File: src/rtl/juego_pkg.sv
// Shared types and constants for the Battleship turn sequencer.
package juego_pkg;

  typedef enum logic [2:0] {
    SELECCION = 3'd0,
    COLOC_J   = 3'd1,
    COLOC_PC  = 3'd2,
    TURNO_J   = 3'd3,
    ESPERA_J  = 3'd4,
    TURNO_PC  = 3'd5,
    FIN       = 3'd6
  } estado_t;

  localparam logic [1:0] GANADOR_NINGUNO = 2'b00;
  localparam logic [1:0] GANADOR_JUGADOR = 2'b01;
  localparam logic [1:0] GANADOR_PC      = 2'b10;

  localparam int MAX_SHIPS_DEF = 5;

  // Ship counters saturate at zero instead of wrapping.
  function automatic logic [2:0] decrementar_sat(input logic [2:0] valor, input logic en);
    if (en && valor != 3'd0) begin
      return valor - 3'd1;
    end
    return valor;
  endfunction

endpackage

File: src/rtl/temporizador_turno.sv
// Player turn timer: one-second prescaler feeding a saturating seconds down-counter.
module temporizador_turno #(
  parameter int CLK_HZ       = 50_000_000,
  parameter int TURN_SECONDS = 15
) (
  input  logic       clk,
  input  logic       reset,
  input  logic       cargar,
  input  logic       habilitar,
  output logic [3:0] segundos,
  output logic       expirado
);

  localparam int              PW        = (CLK_HZ > 1) ? $clog2(CLK_HZ) : 1;
  localparam logic [PW-1:0]   PRESC_MAX = PW'(CLK_HZ - 1);
  localparam logic [3:0]      SEG_INI   = 4'(TURN_SECONDS);

  logic [PW-1:0] presc_q, presc_d;
  logic [3:0]    seg_q, seg_d;

  always_comb begin
    presc_d = presc_q;
    seg_d   = seg_q;
    if (cargar) begin
      presc_d = '0;
      seg_d   = SEG_INI;
    end else if (habilitar) begin
      if (presc_q == PRESC_MAX) begin
        presc_d = '0;
        if (seg_q != 4'd0) begin
          seg_d = seg_q - 4'd1;
        end
      end else begin
        presc_d = presc_q + PW'(1);
      end
    end
  end

  always_ff @(posedge clk) begin
    if (reset) begin
      presc_q <= '0;
      seg_q   <= SEG_INI;
    end else begin
      presc_q <= presc_d;
      seg_q   <= seg_d;
    end
  end

  assign segundos = seg_q;
  assign expirado = (seg_q == 4'd0);

endmodule

File: src/rtl/controlador_turnos.sv
// Battleship game sequencer: selection, placement, alternating shots and winner detection.
module controlador_turnos
  import juego_pkg::*;
#(
  parameter int CLK_HZ       = 50_000_000,
  parameter int TURN_SECONDS = 15,
  parameter int MAX_SHIPS    = MAX_SHIPS_DEF
) (
  input  logic       clk,
  input  logic       reset,
  input  logic       seleccionListo,
  input  logic [2:0] cantidadBarcosSeleccionada,
  input  logic       colocacionListaJugador,
  input  logic       colocacionListaPC,
  input  logic       disparoJugador,
  input  logic       resultadoJugador,
  input  logic       hundioJugador,
  input  logic       resultadoPC,
  input  logic       hundioPC,
  output logic [2:0] estado,
  output logic       habilitarSeleccion,
  output logic       habilitarColocacion,
  output logic       turnoJugador,
  output logic       solicitarDisparoPC,
  output logic       disparoAutomatico,
  output logic [3:0] segundosRestantes,
  output logic [2:0] barcosPCRestantes,
  output logic [2:0] barcosJugadorRestantes,
  output logic [1:0] ganador,
  output logic       juegoTerminado
);

  estado_t    estado_q, estado_d;
  logic [2:0] barcos_pc_q, barcos_pc_d;
  logic [2:0] barcos_j_q, barcos_j_d;
  logic [1:0] ganador_q, ganador_d;
  logic       solicitar_q, solicitar_d;
  logic       automatico_q, automatico_d;
  logic       cargar_timer;
  logic       expirado;
  logic [3:0] segundos;
  logic [2:0] pc_tras_disparo;
  logic [2:0] j_tras_disparo;

  temporizador_turno #(
    .CLK_HZ       (CLK_HZ),
    .TURN_SECONDS (TURN_SECONDS)
  ) u_temporizador (
    .clk       (clk),
    .reset     (reset),
    .cargar    (cargar_timer),
    .habilitar (estado_q == TURNO_J),
    .segundos  (segundos),
    .expirado  (expirado)
  );

  assign pc_tras_disparo = decrementar_sat(barcos_pc_q, hundioJugador);
  assign j_tras_disparo  = decrementar_sat(barcos_j_q, hundioPC);

  always_comb begin
    estado_d     = estado_q;
    barcos_pc_d  = barcos_pc_q;
    barcos_j_d   = barcos_j_q;
    ganador_d    = ganador_q;
    solicitar_d  = 1'b0;
    automatico_d = 1'b0;
    cargar_timer = 1'b0;
    case (estado_q)
      SELECCION: begin
        if (seleccionListo && cantidadBarcosSeleccionada != 3'd0 &&
            int'(cantidadBarcosSeleccionada) <= MAX_SHIPS) begin
          barcos_pc_d = cantidadBarcosSeleccionada;
          barcos_j_d  = cantidadBarcosSeleccionada;
          estado_d    = COLOC_J;
        end
      end
      COLOC_J: begin
        if (colocacionListaJugador) estado_d = COLOC_PC;
      end
      COLOC_PC: begin
        if (colocacionListaPC) begin
          estado_d     = TURNO_J;
          cargar_timer = 1'b1;
        end
      end
      TURNO_J: begin
        // A real shot on the expiry cycle takes precedence over the automatic one.
        if (disparoJugador) begin
          estado_d = ESPERA_J;
        end else if (expirado) begin
          automatico_d = 1'b1;
          estado_d     = ESPERA_J;
        end
      end
      ESPERA_J: begin
        if (resultadoJugador) begin
          barcos_pc_d = pc_tras_disparo;
          if (pc_tras_disparo == 3'd0) begin
            ganador_d = GANADOR_JUGADOR;
            estado_d  = FIN;
          end else begin
            solicitar_d = 1'b1;
            estado_d    = TURNO_PC;
          end
        end
      end
      TURNO_PC: begin
        if (resultadoPC) begin
          barcos_j_d = j_tras_disparo;
          if (j_tras_disparo == 3'd0) begin
            ganador_d = GANADOR_PC;
            estado_d  = FIN;
          end else begin
            cargar_timer = 1'b1;
            estado_d     = TURNO_J;
          end
        end
      end
      FIN: begin
        estado_d = FIN;
      end
      default: estado_d = SELECCION;
    endcase
  end

  always_ff @(posedge clk) begin
    if (reset) begin
      estado_q     <= SELECCION;
      barcos_pc_q  <= 3'd0;
      barcos_j_q   <= 3'd0;
      ganador_q    <= GANADOR_NINGUNO;
      solicitar_q  <= 1'b0;
      automatico_q <= 1'b0;
    end else begin
      estado_q     <= estado_d;
      barcos_pc_q  <= barcos_pc_d;
      barcos_j_q   <= barcos_j_d;
      ganador_q    <= ganador_d;
      solicitar_q  <= solicitar_d;
      automatico_q <= automatico_d;
    end
  end

  assign estado                 = estado_q;
  assign habilitarSeleccion     = (estado_q == SELECCION);
  assign habilitarColocacion    = (estado_q == COLOC_J);
  assign turnoJugador           = (estado_q == TURNO_J);
  assign juegoTerminado         = (estado_q == FIN);
  assign solicitarDisparoPC     = solicitar_q;
  assign disparoAutomatico      = automatico_q;
  assign segundosRestantes      = segundos;
  assign barcosPCRestantes      = barcos_pc_q;
  assign barcosJugadorRestantes = barcos_j_q;
  assign ganador                = ganador_q;

endmodule

File: config.mk
export PLATFORM = sky130hd
export DESIGN_NAME = controlador_turnos
export DESIGN_NICKNAME = d
export VERILOG_FILES = /design/src/rtl/juego_pkg.sv /design/src/rtl/temporizador_turno.sv /design/src/rtl/controlador_turnos.sv
export SDC_FILE = /design/constraint.sdc
export NUM_CORES = 1
export LEC_CHECK = 0
export CAP_MARGIN = 30
export CORE_ASPECT_RATIO = 1.75
export CORE_MARGIN = 2
export CORE_UTILIZATION = 30
export DETAILED_ROUTE_END_ITERATION = 10
export PLACE_DENSITY = 0.59
export REMOVE_ABC_BUFFERS = 1
export SLEW_MARGIN = 20
export SYNTH_ARGS = -nofsm -noshare
export SYNTH_HDL_FRONTEND = slang
export SYNTH_SLANG_ARGS = --single-unit
export TNS_END_PERCENT = 100
File: constraint.sdc
create_clock -name clk -period 2.9 [get_ports clk]
set_input_delay 0.58 -clock clk [delete_from_list [all_inputs] [get_ports clk]]
set_output_delay 0.58 -clock clk [all_outputs]
set_load 0.01 [all_outputs]
==> run metrics <==
Slew @ Worst Pin=486 ps; CP max stage delay=540 ps; fillers=822; Seq/Total Area, Yosys=35.7%; vias per cell=5.27; CTS tree=done; final antenna-violating net count=0; CP startpoint kind=flip-flop; FF+latch count, synth=43; Area Growth Syn to Fin=25.9%; Reg area=861 um2; Max Slew Vio Count=0; commonest non-fill, non-tap cell in the layout=dfxtp_1; Synth Flop Type=dfxtp_1; hpwl dp=4.47 mm; Peak Freq=0.418 GHz; RSZ-0062 raised after global routing=no; Power per Cell Area=669 nW/um2; Syn Area/Cell=8.40 um2; root buf cell=clkbuf_16; ratio of cells with drive above 1 in the final layout=9.82%; Yosys warnings=0; # hold bufs at CTS=0; antenna diode count=0; Post-CTS Resized=0; vias post-DR=2,193; die height=123 um; fin crit share=82.5%; fin crit period=2390 ps; die width=71.8 um; required time of the worst setup path=2320 ps; MaxCap Viol Count=0; WP data arrival=1810 ps; CTS clock-pin slew for the worst setup and hold paths=60 ps; Setup crit end kind=primary output; overall routing resource usage=14.2%; max_slew headroom=67.3%; core box area=7860 um2; nets=344; global-route wire length before repair=9.79 mm; H-tree levels=2; final WL=5.81 mm; drt pass-1 iters=5; Pleak=1.13 nW; fraction of registers with async set/reset=0%; Multi-input gate area=1440 um2; WHS=475 ps; peak supply drop=0.353 mV; DR iter-0 viols=93; Num Clock Sinks=43; DRC violations left=0; post-synthesis cell type count=51; setup bufs post-CTS=0; GPL Wtd Cong=0.809; largest net degree at the start of global routing=19; Die Area=8790 um2; status=finished, final reports clean; total CTS buffers=5; num rows=43; vias in the first global route=2,134; Initial Util=30.7%; CP Cell Sequence=or3_1 > inv_1 > clkdlybuf4s50_1; most frequent cells in the layout=43 x dfxtp_1, 33 x clkdlybuf4s50_1, 30 x nor2_1; crit path kind=reg -> out; Routed WL per cell=14.0 um; IO buf count=33; final hold vios=0; slowest cell on the critical path=clkdlybuf4s50_1; number of synthesized flops with an enable pin=0; mapped cell area=2410 um2; worst min path class=reg -> reg; clk_lat worst skew=290 ps; final setup fails=0; gr ovfl total=0; clock buffer depth=2; Crit Path Max Fanout=12; initial antenna violation count=0; post-synthesis cell count=287; Worst Skew=9.70 ps; setup TNS=0 ps; I/O pin cnt=34
## cell type report
cell class,instances,area share [%]
multi-input combinational,219,47.3
clock buffer,6,4.58
timing repair buffer,41,12.9
inverter,15,1.86
sequential,43,28.4
tap,90,3.71
clock inverter,2,1.28
## where the power goes
part / total [mW] / internal, mW / switching [mW]
Clock: 0.672 / 0.433 / 0.240
Sequential: 0.696 / 0.632 / 0.0642
Combinational: 0.663 / 0.315 / 0.348
Total: 2.03 / 1.38 / 0.651
## critical path, delay by kind of cell (launching register included)
family,cells,cell delay [ps]
buffers and inverters,2,630
DFF,1,430
and+or+nand+nor,1,460
## path summary, 6_finish.rpt
check	cells past startpoint	slack [ps]	startpoint	endpoint
setup / recovery	3	510	estado[1]	habilitarSeleccion
hold / removal	2	470	u_temporizador.presc_q[1]	u_temporizador.presc_q[1]
setup reg to reg	9	620	barcosJugadorRestantes[0]	u_temporizador.presc_q[3]
hold reg to reg	2	470	u_temporizador.presc_q[1]	u_temporizador.presc_q[1]
## cells in the mapped netlist, drive strengths merged, types with 2 or more instances
cell type / count / area, um2
nor3: 11 / 71.3
and3: 6 / 37.5
a211oi: 5 / 37.5
mux2: 2 / 22.5
a31oi: 3 / 18.8
nand3: 10 / 50.1
nand4: 11 / 83.8
or3: 6 / 37.5
clkbuf: 5 / 18.8
or3b: 3 / 26.3
inv: 15 / 56.3
ha: 6 / 75.1
nor2b: 3 / 18.8
nor4: 3 / 33.8
nor3b: 2 / 15.0
nand2b: 5 / 31.3
nand4b: 3 / 26.3
o32ai: 2 / 17.5
o211ai: 6 / 45.0
or4: 2 / 15.0
nand2: 19 / 71.3
dfxtp: 43 / 861
xor2: 15 / 131
buf: 5 / 37.5
or2: 5 / 31.3
xnor2: 6 / 52.6
and2: 4 / 25.0
o31ai: 7 / 52.6
a21oi: 16 / 80.1
nor2: 30 / 113
o21ai: 11 / 55.1
and3b: 2 / 17.5
nand3b: 4 / 42.5
## state kept, by name (all words and copies together) (netlist names)
signal,count
estado,3
barcosPCRestantes,3
solicitarDisparoPC,1
barcosJugadorRestantes,3
u_temporizador.presc_q,26
disparoAutomatico,1
u_temporizador.segundos,4
ganador,2
## kinds of logic (layout without fill, tap and decap cells)
kind of cell    count (synthesis)  after routing  synth area share, %
buf+inv                        25             64                 4.67
flops                          43             43                 35.7
mux                             3              3                 1.35
xor+xnor                       21             21                 7.63
fa+ha+maj                       6              6                 3.12
simple gates                  134            134                 33.0
compound gates                 55             55                 14.5
## metrics by stage
step	setup WS, ps	instance area, um2	cells	util [%]	power, mW
after global routing	399	3030	416	38.6	2.16
final	507	3030	416	38.6	2.03
after global placement	431	2860	408	36.4	1.37
after floorplan	714	2350	277	-	1.09
after CTS	508	3030	416	38.6	2.06
after detailed placement	369	2860	408	36.4	1.37
## routing by layer
| layer | up-vias | GRT usage [%] | part of all wire [%] |
|---|---|---|---|
| met2 | 52 | 27.5 | 55 |
| met1 | 1025 | 14.0 | 39 |
| met4 | 0 | 7.31 | 2.6 |
| met3 | 12 | 2.55 | 3.3 |
| met5 | - | 0 | 0 |
| li1 | 1104 | - | - |
Power figures use the tool's default switching activity.
